$ cat config.mk
export PLATFORM = sky130hd
export DESIGN_NAME = axi_rd_scheduler
export DESIGN_NICKNAME = d
export VERILOG_FILES = /design/src/rtl/axi_rd_scheduler.sv
export SDC_FILE = /design/constraint.sdc
export NUM_CORES = 1
export LEC_CHECK = 0
export ABC_AREA = 1
export BUFFER_PORTS_ARGS = -buffer_cell sky130_fd_sc_hd__buf_2
export CORE_MARGIN = 5
export CORE_UTILIZATION = 50
export DETAILED_ROUTE_END_ITERATION = 16
export GPL_TIMING_DRIVEN = 0
export PLACE_DENSITY = 0.76
export SKIP_LAST_GASP = 1
export SYNTH_ARGS = -nofsm -noshare
export SYNTH_HDL_FRONTEND = slang
export SYNTH_SLANG_ARGS = --single-unit
$ cat constraint.sdc
create_clock -name ACLK -period 3.9 [get_ports ACLK]
set_input_delay 0.78 -clock ACLK [delete_from_list [all_inputs] [get_ports ACLK]]
set_output_delay 0.78 -clock ACLK [all_outputs]
set_load 0.01 [all_outputs]
$ cat src/rtl/axi_rd_scheduler.sv
// Read-burst scheduler: splits a transfer request into bursts of at most MAX_BURST beats.
// Optional macro RD_4K_SPLIT_EN additionally keeps every burst inside one 4 KiB page.
module axi_rd_scheduler #(
  parameter int unsigned MAX_BURST  = 16,
  parameter int unsigned BEAT_BYTES = 8
) (
  input  logic        ACLK,
  input  logic        ARESETN,
  input  logic        REQ_VALID,
  output logic        REQ_READY,
  input  logic [31:0] REQ_ADRS,
  input  logic [31:0] REQ_BEATS,
  output logic        REQ_DONE,
  input  logic        ABORT,
  output logic        BUSY,
  input  logic [15:0] FIFO_SPACE,
  output logic        RD_START,
  output logic [31:0] RD_ADRS,
  output logic [31:0] RD_LEN,
  input  logic        RD_READY,
  input  logic        RD_DONE,
  output logic [15:0] BURST_CNT
);

  typedef enum logic [2:0] {
    StIdle,
    StCalc,
    StWaitSpace,
    StIssue,
    StWaitDone,
    StFinish
  } state_e;

  state_e      state_q, state_d;
  logic [31:0] cur_adrs_q, cur_adrs_d;
  logic [31:0] remaining_q, remaining_d;
  logic [31:0] len_q, len_d;
  logic [31:0] rd_adrs_q, rd_adrs_d;
  logic [31:0] rd_len_q, rd_len_d;
  logic [15:0] burst_cnt_q, burst_cnt_d;
  logic        abort_q, abort_d;

  logic        abort_seen;
  logic [31:0] max_len;
  logic [31:0] len_rem;
  logic [31:0] len_calc;

  // An ABORT arriving in the current cycle counts as seen, not only the latched copy.
  assign abort_seen = abort_q | ABORT;
  assign max_len    = 32'(MAX_BURST);
  assign len_rem    = (remaining_q < max_len) ? remaining_q : max_len;

`ifdef RD_4K_SPLIT_EN
  logic [31:0] page_room;
  assign page_room = (32'd4096 - {20'd0, cur_adrs_q[11:0]}) / 32'(BEAT_BYTES);
  assign len_calc  = (len_rem < page_room) ? len_rem : page_room;
`else
  assign len_calc  = len_rem;
`endif

  always_comb begin
    state_d     = state_q;
    cur_adrs_d  = cur_adrs_q;
    remaining_d = remaining_q;
    len_d       = len_q;
    rd_adrs_d   = rd_adrs_q;
    rd_len_d    = rd_len_q;
    burst_cnt_d = burst_cnt_q;

    unique case (state_q)
      StIdle: begin
        if (REQ_VALID) begin
          cur_adrs_d  = REQ_ADRS;
          remaining_d = REQ_BEATS;
          burst_cnt_d = '0;
          state_d     = StCalc;
        end
      end
      StCalc: begin
        if (remaining_q == 32'd0 || abort_seen) begin
          state_d = StFinish;
        end else begin
          len_d   = len_calc;
          state_d = StWaitSpace;
        end
      end
      StWaitSpace: begin
        if (abort_seen) begin
          state_d = StFinish;
        end else if ({16'd0, FIFO_SPACE} >= len_q && RD_READY) begin
          rd_adrs_d = cur_adrs_q;
          rd_len_d  = len_q;
          state_d   = StIssue;
        end
      end
      StIssue: begin
        burst_cnt_d = burst_cnt_q + 16'd1;
        state_d     = StWaitDone;
      end
      StWaitDone: begin
        // A pending abort never cuts the in-flight burst short; it is honoured here.
        if (RD_DONE) begin
          cur_adrs_d  = cur_adrs_q + len_q * 32'(BEAT_BYTES);
          remaining_d = remaining_q - len_q;
          state_d     = (remaining_d == 32'd0 || abort_seen) ? StFinish : StCalc;
        end
      end
      StFinish: begin
        state_d = StIdle;
      end
      default: begin
        state_d = StIdle;
      end
    endcase
  end

  always_comb begin
    abort_d = abort_q;
    if (state_q == StFinish) begin
      abort_d = 1'b0;
    end else if (state_q != StIdle && ABORT) begin
      abort_d = 1'b1;
    end
  end

  always_ff @(posedge ACLK or negedge ARESETN) begin
    if (!ARESETN) begin
      state_q     <= StIdle;
      cur_adrs_q  <= '0;
      remaining_q <= '0;
      len_q       <= '0;
      rd_adrs_q   <= '0;
      rd_len_q    <= '0;
      burst_cnt_q <= '0;
      abort_q     <= 1'b0;
    end else begin
      state_q     <= state_d;
      cur_adrs_q  <= cur_adrs_d;
      remaining_q <= remaining_d;
      len_q       <= len_d;
      rd_adrs_q   <= rd_adrs_d;
      rd_len_q    <= rd_len_d;
      burst_cnt_q <= burst_cnt_d;
      abort_q     <= abort_d;
    end
  end

  assign REQ_READY = (state_q == StIdle);
  assign BUSY      = (state_q != StIdle);
  assign REQ_DONE  = (state_q == StFinish);
  assign RD_START  = (state_q == StIssue);
  assign RD_ADRS   = rd_adrs_q;
  assign RD_LEN    = rd_len_q;
  assign BURST_CNT = burst_cnt_q;

endmodule

# ---- Word-level counts from Yosys, hierarchy flattened
# Cells that the tools add are included.
dict set report totals {
  in_bits 86
  out_inout_bits 84
  elab_cells 58
  reg_bits 180
}
dict set report classes {
  n_reduce_logical 16
  add_sub_neg 3
  eq_ne 8
  muxes 18
  bitwise_logic 3
  n_lt_le_gt_ge 2
}
# operator count
set ops {}
lappend ops {{$mux 32} 5}
lappend ops {{$pmux 32 s2} 2}
lappend ops {{$logic_not 32->1} 2}
lappend ops {{$add 32x32->32} 1}
lappend ops {{$ge 16x32->1} 1}
lappend ops {{$lt 32x5->1 const B} 1}
lappend ops {{$pmux 16 s2} 1}
lappend ops {{$sub 32x32->32} 1}
lappend ops {{$mux 3} 6}
lappend ops {{$add 16x1->16 const B} 1}
lappend ops {{$mux 16} 1}
lappend ops {{$pmux 3 s5} 1}
lappend ops {{$reduce_and 3->1} 3}
lappend ops {{$eq 3x2->1 const B} 2}
lappend ops {{$eq 3x3->1 const B} 2}
lappend ops {{$reduce_bool 2->1} 3}
lappend ops {{$ne 2x2->1 const B} 2}
lappend ops {{$reduce_and 2->1} 2}
lappend ops {{$eq 3x1->1 const B} 1}
lappend ops {{$logic_not 3->1} 1}
lappend ops {{$ne 3x3->1 const B} 1}
lappend ops {{$reduce_bool 3->1} 1}
lappend ops {{$logic_and 1x1->1} 2}
lappend ops {{$logic_or 1x1->1} 2}
lappend ops {{other kinds (3)} 5}

# ---- Logic depth before layout (Yosys ltp)
# Gate-level depths: netlist (run 1).
dict set report depth {
  depth_word 6
  mapped_depth 23
  depth_no_buf 23
}

# ---- Worst setup path after synthesis (run 1)
# Ideal clock, no wire load.
dict set report synth_path {
  path_type {input-to-reg}
  startpoint {input FIFO_SPACE[1]}
  endpoint {register rd_len_q[2] (netlist: RD_LEN[2])}
  setup_time_ns 0.122
  arrival_ns 2.326
  cell_stages 16
  slack_ns 1.452
  n_path_buf 2
  required_time_ns 3.778
  cell_sequence {ha_1 inv_2 nor2_1 nor2_1 o21a_1 o21ai_1 nand2_1 nand4_1 nand2_1 inv_1 o21ai_1 nand3_1 nand3b_1 buf_4 buf_4 o21ai_1}
}
dict set report synth_via {
  elab_chain_len 3
}
# item line_no
set synth_lines {}
lappend synth_lines {{start, declared} 16} ;# input logic [15:0] FIFO_SPACE,
lappend synth_lines {{$ge 16x32->1} 90} ;# end else if ({16'd0, FIFO_SPACE} >= len_q && RD_READY) begin
lappend synth_lines {{$logic_and 1x1->1} 90}
lappend synth_lines {{$reduce_and 3->1 (no source line)} -}
lappend synth_lines {{end signal, assigned} 142} ;# rd_len_q <= rd_len_d;
lappend synth_lines {{end, declared} 39} ;# logic [31:0] rd_len_q, rd_len_d;
# No other way between the ends.
# A chain may end at the register's enable or synchronous reset.

# ---- Worst setup path after layout (run 1)
dict set report layout_path {
  startpoint {register len_q[0]}
  endpoint {register state_q[2]}
}
dict set report layout_via {
  elab_chain_len 6
  word_cells_on_any_way 10
  cone_classes {add/sub: 1; order compare: 1; eq/ne: 1; mux: 3; reduce/logical: 4}
}
# item line_no
set layout_lines {}
lappend layout_lines {{start, declared} 37} ;# logic [31:0] len_q, len_d;
lappend layout_lines {{start signal, assigned} 140} ;# len_q <= len_d;
lappend layout_lines {{$sub 32x32->32} 104} ;# remaining_d = remaining_q - len_q;
lappend layout_lines {{$logic_not 32->1} 105} ;# state_d = (remaining_d == 32'd0 || abort_seen) ? StFinish : StCalc;
lappend layout_lines {{$logic_or 1x1->1} 105}
lappend layout_lines {{$mux 3} 105}
lappend layout_lines {{$mux 3} 102} ;# if (RD_DONE) begin
lappend layout_lines {{$pmux 3 s5} 70} ;# unique case (state_q)
lappend layout_lines {{end signal, assigned} 128} ;# state_q <= StIdle;
lappend layout_lines {{end signal, assigned} 137} ;# state_q <= state_d;
lappend layout_lines {{end, declared} 34} ;# state_e state_q, state_d;
# Several ways; a longest one is shown, not always the timed one. The select of a mux whose other input is x is not followed.

==> flow_summary.json, run 1 <==
{
  "status": "finished clean",
  "comb_power_share_pct": 56.7,
  "ctsHtreeMaxLevel": 4,
  "clkTransAtPathRegs_ns": 0.07,
  "dp_hpwl_um": 29700,
  "slowest_delay_ns": 0.46,
  "grt_max_degree": 124,
  "dieArea_um2": 27400,
  "cts-root-buf": "clkbuf_16",
  "final_antenna_net_count": 0,
  "cts_resized": 0,
  "crit_path_frequent_cell": "nand2_1",
  "fillers": 2284,
  "finalCriticalPeriod_ns": 3.17,
  "synth_cells": 1730,
  "synth_enable_flop_cells": 0,
  "synth_area_leaders": "dfrtp_1 37%, nand2_1 16%, inv_1 9.2%",
  "period_share_pct": 81.3,
  "regArea_um2": 4500,
  "async_flop_share_pct": 100,
  "grt_pass1_vias": 11300,
  "dp_slack_ns": 0.765,
  "slew_viol_final": 0,
  "io_pins": 170,
  "post_drt_wl_per_cell_um": 16.4,
  "cts_sinks": 180,
  "drt_iter0_markers": 1002,
  "groute.usage.overall_pct": 27.2,
  "synth_top_area_share_pct": 37.3,
  "portBuffers": 169,
  "num_vias": 11600,
  "p_leak_nw": 7.96,
  "rsz0062_at_grt": "false",
  "multi_input_comb_area_um2": 6190,
  "setup_viol": 0,
  "drv_cap": 0,
  "cts_buffers": 17,
  "critPathKind": "reg -> reg",
  "synth_common_cells": "508 x nand2_1, 297 x inv_1, 180 x dfrtp_1",
  "cp-end-kind": "register",
  "p_int_w": 0.00515,
  "synthDistinctLibCells": 44,
  "ys_ff_latch": 180,
  "area_delta_synth_final_pct": 15.3,
  "clock_latency_ns": 0.44,
  "drc": 0,
  "start_util_pct": 51.2,
  "slowest_stage": "dfrtp_1",
  "skew_ns": 0.0131,
  "gr-total-overflow": 0,
  "r2r_cells": 19,
  "hold_class": "in -> async",
  "antenna_cells": 0,
  "antenna_found_initial": 1,
  "p_per_area_nw_per_um2": 736,
  "netSwitchingPower_w": 0.00511,
  "clkPwrFrac_pct": 16.7,
  "fin_ws_ns": 0.729,
  "synthFlopType": "dfrtp_1",
  "ctsHoldBuffers": 0,
  "yosysMostFrequentCell": "nand2_1",
  "clockBufferDepth": 2,
  "cts_setup_buffers": 0,
  "first_pass_iters": 5,
  "placed_area_um2": 13400,
  "start_kind": "register",
  "max_freq_mhz": 315,
  "synthesis.nets": 1894,
  "yosys_warnings": 0,
  "critPathMaxFanout": 4,
  "finalWeightedCongestion": 0.977,
  "viasPerCell": 5.17,
  "fp.dieW_um": 165,
  "grt_pass1_wl_um": 57900,
  "drive_gt1_share_pct": 13.6,
  "cts_tree": "done",
  "rows": 56,
  "design_area_um2": 13900,
  "syn_area_um2": 12100,
  "slew_headroom_pct": 39.8,
  "die_h_um": 165,
  "finalHoldWorstSlack_ns": 0.250,
  "avgSynthCellArea_um2": 6.98,
  "core_area_um2": 23600,
  "worst_pin_slew_ns": 0.895,
  "path_cells": "ha_1 > fa_1 > inv_1 > nand3_1 > nand3_1 > nand3_1 > nand3_1 > nand2_1 > nand3_1 > nand2_1 > nor2_1 > nand2_1 > nor2_1 > nand3_1 > nand2_1 > nand2_1 > nand2_1 > nand2_1 > nand2_1",
  "nNetsFinal": 2083,
  "swShare_pct": 49.8,
  "yosys.area.top_type": "dfrtp_1",
  "ir_drop_v": 0.000338,
  "hold_violations": 0,
  "required_ns": 4.27,
  "wirelength_um": 36900,
  "sequentialPowerShare_pct": 26.7,
  "critical_path_arrival_ns": 3.54,
  "seq_area_frac_synth_pct": 37.3
}
cells in the final DEF, fill, tap and decap left out, types with 5 or more instances in the layout:
cell	synthesis	routed
o211ai_1	20	20
inv_6	0	5
a21oi_1	59	59
dfrtp_1	180	180
xor2_1	15	15
a21o_1	5	5
nand3_1	61	61
inv_2	10	10
o21bai_1	6	6
nand3b_1	5	5
clkbuf_16	0	17
o21ai_1	20	20
o21a_1	5	5
clkbuf_1	21	22
o21ai_0	146	146
xnor2_1	18	18
buf_6	6	6
inv_1	297	297
nand2_1	508	508
nor4_1	6	6
o22ai_1	17	17
nor3_1	13	13
buf_2	9	177
nand2_2	10	10
nand4_1	21	21
ha_1	76	76
nor2_1	146	146
nor2_2	7	7
a31oi_1	7	7
buf_4	5	5
cell type report:
| type | instances | share of cell area [%] |
|---|---|---|
| clock inverters | 13 | 0.925 |
| plain buffers | 43 | 1.70 |
| clock buffers | 19 | 3.18 |
| multi-input cells | 1200 | 44.4 |
| inverters | 307 | 8.27 |
| well taps | 319 | 2.86 |
| repair buffers | 170 | 6.34 |
| flip-flops and latches | 180 | 32.3 |
state kept, by name, indices dropped and copies added, names as in the netlist:
| name | count |
|---|---|
| BURST_CNT | 16 |
| remaining_q | 32 |
| abort_q | 1 |
| state_q | 3 |
| cur_adrs_q | 32 |
| RD_LEN | 32 |
| len_q | 32 |
| RD_ADRS | 32 |
final timing paths:
check                                  endpoint        from  slack [ns]
worst max register to register       state_q[2]    len_q[0]        0.73
max in group asynchronous       remaining_q[23]     ARESETN        2.69
worst min register to register       RD_LEN[23]  RD_LEN[23]        0.46
worst max-delay path                 state_q[2]    len_q[0]        0.73
worst min-delay path                 RD_LEN[24]     ARESETN        0.25
min in group ACLK                    RD_LEN[23]  RD_LEN[23]        0.46
power groups by stage:
stage	logic, W	clock network [W]	registers [W]
after floorplan	0.00412	0	0.00269
after global placement	0.00563	0	0.00275
after detailed placement	0.00572	0	0.00276
after CTS	0.00576	0.00172	0.00273
after global routing	0.00657	0.00181	0.00279
final	0.00581	0.00171	0.00274
cells by family (layout without fill, tap and decap cells):
group	after synthesis	in the layout	synth area share [%]
adders and majority gates	78	78	8.20
DFF	180	180	37.3
buffers and inverters	350	552	11.5
and+or+nand+nor	795	795	27.2
muxes	2	2	0.166
AOI/OAI and AO/OA	292	292	13.3
xor gates and xnor gates	33	33	2.39
stage by stage:
stage               utilization [%]  std cells  power, W  setup TNS (ns)
floorplan                         -       1730   0.00681               0
global placement               56.4       2218   0.00837         -139.54
detailed placement             56.6       2219   0.00848               0
CTS                            59.0       2251    0.0102               0
global route                   59.0       2251    0.0112               0
finish                         59.0       2251    0.0103               0
per-layer routing:
layer	wire, um	GRT usage (%)	vias up
met3	2960	5.53	53
met2	16600	45.3	436
met4	855	7.65	0
li1	-	-	5861
met1	16400	36.2	5296
met5	0	0	-
critical path, delay by kind of cell (launching register included):
kind	cells	cell delay [ns]
flip-flops	1	0.46
buffers and inverters	1	0.21
adder cells (fa/ha/maj)	2	0.64
AND/OR/NAND/NOR	16	1.80
No activity file was read; power rests on OpenSTA's default activity.
==> run 2, diff against run 1 <==
--- a/config.mk
+++ b/config.mk
@@ -5,13 +5,13 @@
 export SDC_FILE = /design/constraint.sdc
 export NUM_CORES = 1
 export LEC_CHECK = 0
-export ABC_AREA = 1
+export ABC_AREA = 0
 export BUFFER_PORTS_ARGS = -buffer_cell sky130_fd_sc_hd__buf_2
 export CORE_MARGIN = 5
 export CORE_UTILIZATION = 50
 export DETAILED_ROUTE_END_ITERATION = 16
 export GPL_TIMING_DRIVEN = 0
-export PLACE_DENSITY = 0.76
+export PLACE_DENSITY = 0.77
 export SKIP_LAST_GASP = 1
 export SYNTH_ARGS = -nofsm -noshare
 export SYNTH_HDL_FRONTEND = slang
==> constraint.sdc (replaced) <==
create_clock -name ACLK -period 3.03 [get_ports ACLK]
set_input_delay 0.606 -clock ACLK [delete_from_list [all_inputs] [get_ports ACLK]]
set_output_delay 0.606 -clock ACLK [all_outputs]
set_load 0.01 [all_outputs]
==> flow_summary.json, run 2 <==
{
  "dp.cells": 1652,
  "synth_enable_flop_cells": 0,
  "synth_top_area_share_pct": 41.4,
  "fp.dieW_um": 158,
  "area_delta_synth_final_pct": 25.4,
  "final_cell_mix": "169 x dfrtp_1, 169 x buf_2, 142 x nand2_1",
  "clock_latency_ns": 0.44,
  "post_drt_wl_per_cell_um": 20.9,
  "p_leak_nw": 6.60,
  "grt_max_degree": 104,
  "grt_pass1_wl_um": 53700,
  "p_int_w": 0.00672,
  "cts_buffers": 17,
  "cp-end-kind": "register",
  "cts_sinks": 180,
  "clkPwrFrac_pct": 18.8,
  "status": "complete, but fails checks",
  "slowest_delay_ns": 0.56,
  "netSwitchingPower_w": 0.00555,
  "critPathKind": "reg -> reg",
  "worst_pin_slew_ns": 0.916,
  "slew_headroom_pct": 38.9,
  "io_pins": 170,
  "die_h_um": 158,
  "final_antenna_net_count": 0,
  "sequentialPowerShare_pct": 28.1,
  "ys_ff_latch": 180,
  "rows": 54,
  "skew_ns": 0.0130,
  "drt_iter0_markers": 1170,
  "synthFlopType": "dfrtp_1",
  "antenna_found_initial": 0,
  "p_per_area_nw_per_um2": 899,
  "start_util_pct": 50.3,
  "yosys_warnings": 0,
  "slew_viol_final": 0,
  "clkTransAtPathRegs_ns": 0.08,
  "cts-root-buf": "clkbuf_16",
  "core_area_um2": 21600,
  "drv_cap": 0,
  "finalCriticalPeriod_ns": 3.19,
  "hold_class": "in -> async",
  "cts_tree": "done",
  "setup_viol": 32,
  "dp_hpwl_um": 25400,
  "dieArea_um2": 24800,
  "violations": "setup timing",
  "synth_cells": 1202,
  "max_freq_mhz": 314,
  "path_cells": "ha_4 > fa_2 > nand2b_4 > a21oi_4 > buf_6 > o21ai_2 > nand2b_1 > xnor2_2 > nand4_1 > or4_4 > nor4_4 > nand4_1 > o21ai_1",
  "fin_ws_ns": -0.158,
  "ctsHtreeMaxLevel": 4,
  "drc": 0,
  "rsz0062_at_grt": "true",
  "async_flop_share_pct": 100,
  "portBuffers": 169,
  "first_pass_iters": 5,
  "crit_path_frequent_cell": "nand4_1",
  "num_vias": 10400,
  "finalWeightedCongestion": 0.955,
  "synthDistinctLibCells": 74,
  "ctsHoldBuffers": 0,
  "slowest_stage": "or4_4",
  "wirelength_um": 36100,
  "grt_pass1_vias": 9766,
  "crit_buf_inv": 1,
  "critical_path_arrival_ns": 3.55,
  "comb_power_share_pct": 53.1,
  "viasPerCell": 6.04,
  "start_kind": "register",
  "clockBufferDepth": 2,
  "gr-total-overflow": 0,
  "hold_violations": 0,
  "yosysMostFrequentCell": "dfrtp_1",
  "synth_common_cells": "180 x dfrtp_1, 143 x nand2_1, 105 x a21oi_1",
  "critPathMaxFanout": 4,
  "synthesis.nets": 1366,
  "required_ns": 3.39,
  "synth_area_leaders": "dfrtp_1 41%, ha_1 8.7%, nand2_1 4.9%",
  "antenna_cells": 0,
  "cpLargestDelayFamily": "simple AND/OR/NAND/NOR gates",
  "final_cells": 1722,
  "groute.usage.overall_pct": 28.0,
  "seq_area_frac_synth_pct": 41.4,
  "swShare_pct": 45.2,
  "ir_drop_v": 0.000391,
  "nNetsFinal": 1593,
  "syn_area_um2": 10900,
  "drive_gt1_share_pct": 27.2,
  "avgSynthCellArea_um2": 9.05,
  "period_share_pct": 105,
  "r2r_slack_ns": -0.16,
  "yosys.area.top_type": "dfrtp_1",
  "p_total_w": 0.0123
}
[run 2: cell count changes after synthesis, moves of 18 or more]
cell     previous run  this run
mux2_2              0        44
a21oi_1            59       105
nand3_1            61        33
o21ai_1            20         2
and2_1              3        35
nor2_1            146        97
inv_1             297        54
nor2b_1             0        22
o21ai_0           146        90
nand2_1           508       143
[run 2: timing repair]
action | in CTS | in global routing
gates resized for setup | 57 | 88
setup buffers | 16 | 23
endpoints found under the hold margin | 0 | 0
setup endpoints to repair | 79 | 89
gates cloned | 2 | 1
pin swaps | 14 | 41
[run 2: worst paths after layout]
path / cells after the start / endpoint / from
worst max-delay path: 13 / state_q[2] / len_q[0]
min in group ACLK: 3 / cur_adrs_q[0] / REQ_ADRS[0]
max in group asynchronous: 2 / remaining_q[29] / ARESETN
worst max register to register: 13 / state_q[2] / len_q[0]
worst min-delay path: 1 / BURST_CNT[10] / ARESETN
worst min register to register: 2 / cur_adrs_q[0] / cur_adrs_q[0]
[run 2: cell families after synthesis]
| logic type | count (synthesis) | share of synthesized area, % |
|---|---|---|
| muxes | 57 | 5.82 |
| and+or+nand+nor | 430 | 19.1 |
| adders and majority gates | 78 | 9.11 |
| AOI/OAI and AO/OA | 316 | 17.7 |
| buffers and inverters | 101 | 3.57 |
| DFF | 180 | 41.4 |
| xor gates and xnor gates | 40 | 3.29 |
[run 2: routing by layer]
metal / vias to the layer above / GRT usage (%) / part of all wire, %
li1: 4757 / - / -
met1: 5071 / 39.0 / 42
met2: 481 / 44.4 / 47
met3: 88 / 4.45 / 8.6
met4: 0 / 10.5 / 3.1
met5: - / 0 / 0
[run 2: power by group through the flow]
| stage | Clock [W] | Combinational [W] | Sequential, W |
|---|---|---|---|
| after detailed placement | 0 | 0.00544 | 0.00346 |
| after CTS | 0.00234 | 0.00578 | 0.00341 |
| after floorplan | 0 | 0.00390 | 0.00333 |
| final | 0.00230 | 0.00652 | 0.00344 |
| after global placement | 0 | 0.00534 | 0.00345 |
| after global routing | 0.00244 | 0.00705 | 0.00350 |
[run 2: area by class of cell]
cell class                      count  area [um^2]
Sequential cell                   180         4520
Clock inverter                     14          166
Clock buffer                       18          439
Buffer                             45          238
Timing Repair Buffer              209         1250
Tap cell                          280          350
Fill cell                        1833         7980
Multi-Input combinational cell    922         6480
Inverter                           54          203
[run 2: per-stage QoR]
stage          hold WS (ns)  setup WS [ns]  TNS (ns)  utilization, %  instance area, um^2
3_3_place_gp          0.452          -1.59   -306.51            55.8                12100
3_5_place_dp          0.462         -0.569    -28.62            56.0                12100
6_report              0.191         -0.158     -1.01            63.1                13600
5_1_grt               0.260         -0.226     -4.55            63.1                13600
4_1_cts               0.239        -0.0818    -0.388            60.6                13100
2_1_floorplan         0.310         0.0918         0               -                10900
==> run 3, diff against run 2 <==
--- a/config.mk
+++ b/config.mk
@@ -6,12 +6,12 @@
 export NUM_CORES = 1
 export LEC_CHECK = 0
 export ABC_AREA = 0
-export BUFFER_PORTS_ARGS = -buffer_cell sky130_fd_sc_hd__buf_2
+export BUFFER_PORTS_ARGS = -buffer_cell sky130_fd_sc_hd__buf_4
 export CORE_MARGIN = 5
-export CORE_UTILIZATION = 50
+export CORE_UTILIZATION = 40
 export DETAILED_ROUTE_END_ITERATION = 16
 export GPL_TIMING_DRIVEN = 0
-export PLACE_DENSITY = 0.77
+export PLACE_DENSITY = 0.67
 export SKIP_LAST_GASP = 1
 export SYNTH_ARGS = -nofsm -noshare
 export SYNTH_HDL_FRONTEND = slang
==> constraint.sdc (replaced) <==
create_clock -name ACLK -period 2.77 [get_ports ACLK]
set_input_delay 0.554 -clock ACLK [delete_from_list [all_inputs] [get_ports ACLK]]
set_output_delay 0.554 -clock ACLK [all_outputs]
set_load 0.01 [all_outputs]
==> flow_summary.json, run 3 (same netlist as run 2, synthesis figures left out) <==
{
  "slew_headroom_pct": 36.7,
  "setup_viol": 71,
  "r2r-end": "RD_ADRS[30]",
  "post_drt_wl_per_cell_um": 20.9,
  "p_per_area_nw_per_um2": 946,
  "cts_tree": "done",
  "finalSetupTns_ns": -18.54,
  "cpLargestDelayFamily": "compound AO/OA/AOI/OAI gates",
  "grt_pass1_wl_um": 56700,
  "design_area_um2": 14900,
  "ctsHtreeMaxLevel": 4,
  "groute.usage.overall_pct": 23.7,
  "final_cells": 1819,
  "nNetsFinal": 1629,
  "r2r_slack_ns": -0.36,
  "cts-root-buf": "clkbuf_16",
  "antenna_cells": 0,
  "finalCriticalPeriod_ns": 3.13,
  "portBuffers": 169,
  "final_antenna_net_count": 0,
  "fp.dieW_um": 175,
  "period_share_pct": 113,
  "first_pass_iters": 7,
  "cp-end-kind": "register",
  "dp.cells": 1713,
  "start_util_pct": 40.5,
  "layout_commonest_cell": "buf_4",
  "drv_cap": 0,
  "critPathKind": "reg -> reg",
  "clkTransAtPathRegs_ns": 0.08,
  "finalWeightedCongestion": 0.945,
  "placed_area_um2": 12700,
  "final_cell_mix": "222 x buf_4, 165 x dfrtp_1, 141 x nand2_1",
  "r2r_cells": 14,
  "dieArea_um2": 30600,
  "ir_drop_v": 0.000490,
  "critical_path_arrival_ns": 3.46,
  "rsz0062_at_grt": "true",
  "start_kind": "register",
  "dp_slack_ns": -0.646,
  "dp_hpwl_um": 26500,
  "clockBufferDepth": 2,
  "grt_max_degree": 104,
  "status": "complete, but fails checks",
  "fin_ws_ns": -0.356,
  "drive_gt1_share_pct": 33.6,
  "skew_ns": 0.0157,
  "max_freq_mhz": 320,
  "timing.rr.start": "len_q[9]",
  "hold_class": "in -> async",
  "antenna_found_initial": 0,
  "num_vias": 10400,
  "gr-total-overflow": 0,
  "slowest_delay_ns": 0.45,
  "slew_viol_final": 0,
  "die_h_um": 175,
  "rows": 60,
  "grt_pass1_vias": 9797,
  "p_leak_nw": 6.94,
  "critPathMaxFanout": 5,
  "drt_iter0_markers": 837,
  "cts_sinks": 180,
  "viasPerCell": 5.69,
  "worst_pin_slew_ns": 0.949,
  "utilization_pct": 55.4,
  "ctsHoldBuffers": 0,
  "clock_latency_ns": 0.45,
  "area_delta_synth_final_pct": 37.0,
  "core_area_um2": 26900,
  "slowest_stage": "dfrtp_2",
  "violations": "setup timing",
  "required_ns": 3.10,
  "crit_buf_inv": 3,
  "wirelength_um": 38000,
  "drc": 0,
  "cts_buffers": 17,
  "crit_path_frequent_cell": "a21o_1",
  "hold_violations": 0,
  "path_cells": "inv_2 > ha_4 > a21o_1 > a21o_1 > a21o_1 > a21o_1 > a221o_1 > a31oi_4 > o21bai_4 > a21oi_4 > nor2_4 > buf_12 > buf_12 > mux2_4",
  "io_pins": 170
}
run 3: cell types whose count changed in the layout (fill, tap and decap cells not counted), sizes merged:
cell	before	now
buf	217	254
clkbuf	55	53
clkinvlp	1	2
run 3: area by class of cell:
class	instances	area [um^2]
buffer	43	250
clock buffer	17	425
multi-input combinational	922	6810
fill	2403	12000
tap	341	427
clock inverter	15	211
timing repair buffer	247	2050
sequential	180	4520
inverter	54	203
run 3: power breakdown:
part,switching [W],internal [W],leakage (nW)
Clock,0.00124,0.00139,0.303
Sequential,0.000600,0.00321,2.35
Combinational,0.00449,0.00316,4.28
Total,0.00633,0.00776,6.94
run 3: stage by stage:
step	total power [W]	hold WS, ns
after detailed placement	0.00990	0.462
after global placement	0.00978	0.454
final	0.0141	0.159
after CTS	0.0132	0.186
after global routing	0.0149	0.219
after floorplan	0.00794	0.258
run 3: timing repair:
| item | CTS | global route |
|---|---|---|
| gates resized for setup | 99 | 149 |
| cloned | 3 | 3 |
| endpoints found under the setup margin | 134 | 115 |
| pin swaps | 34 | 63 |
| buffers inserted | 43 | 30 |
run 3: layer usage:
metal  part of all wire [%]  up-vias  global-route usage [%]
met3                    7.8       73                    4.11
met4                    3.0        0                    8.35
met1                     43     5057                    33.3
met2                     46      416                    37.0
met5                      0        -                       0
li1                       -     4808                       -
run 3: worst max-delay path by stage:
stage / end / slack (ns) / start / depth (start not counted)
finish: RD_ADRS[30] / -0.36 / len_q[9] / 14
global route: RD_ADRS[30] / -0.41 / len_q[9] / 14
CTS: RD_ADRS[13] / -0.29 / len_q[9] / 14
detailed placement: remaining_q[28] / -0.65 / len_q[15] / 13
global placement: remaining_q[28] / -0.61 / len_q[15] / 13
floorplan: RD_ADRS[23] / 0.01 / FIFO_SPACE[9] / 12
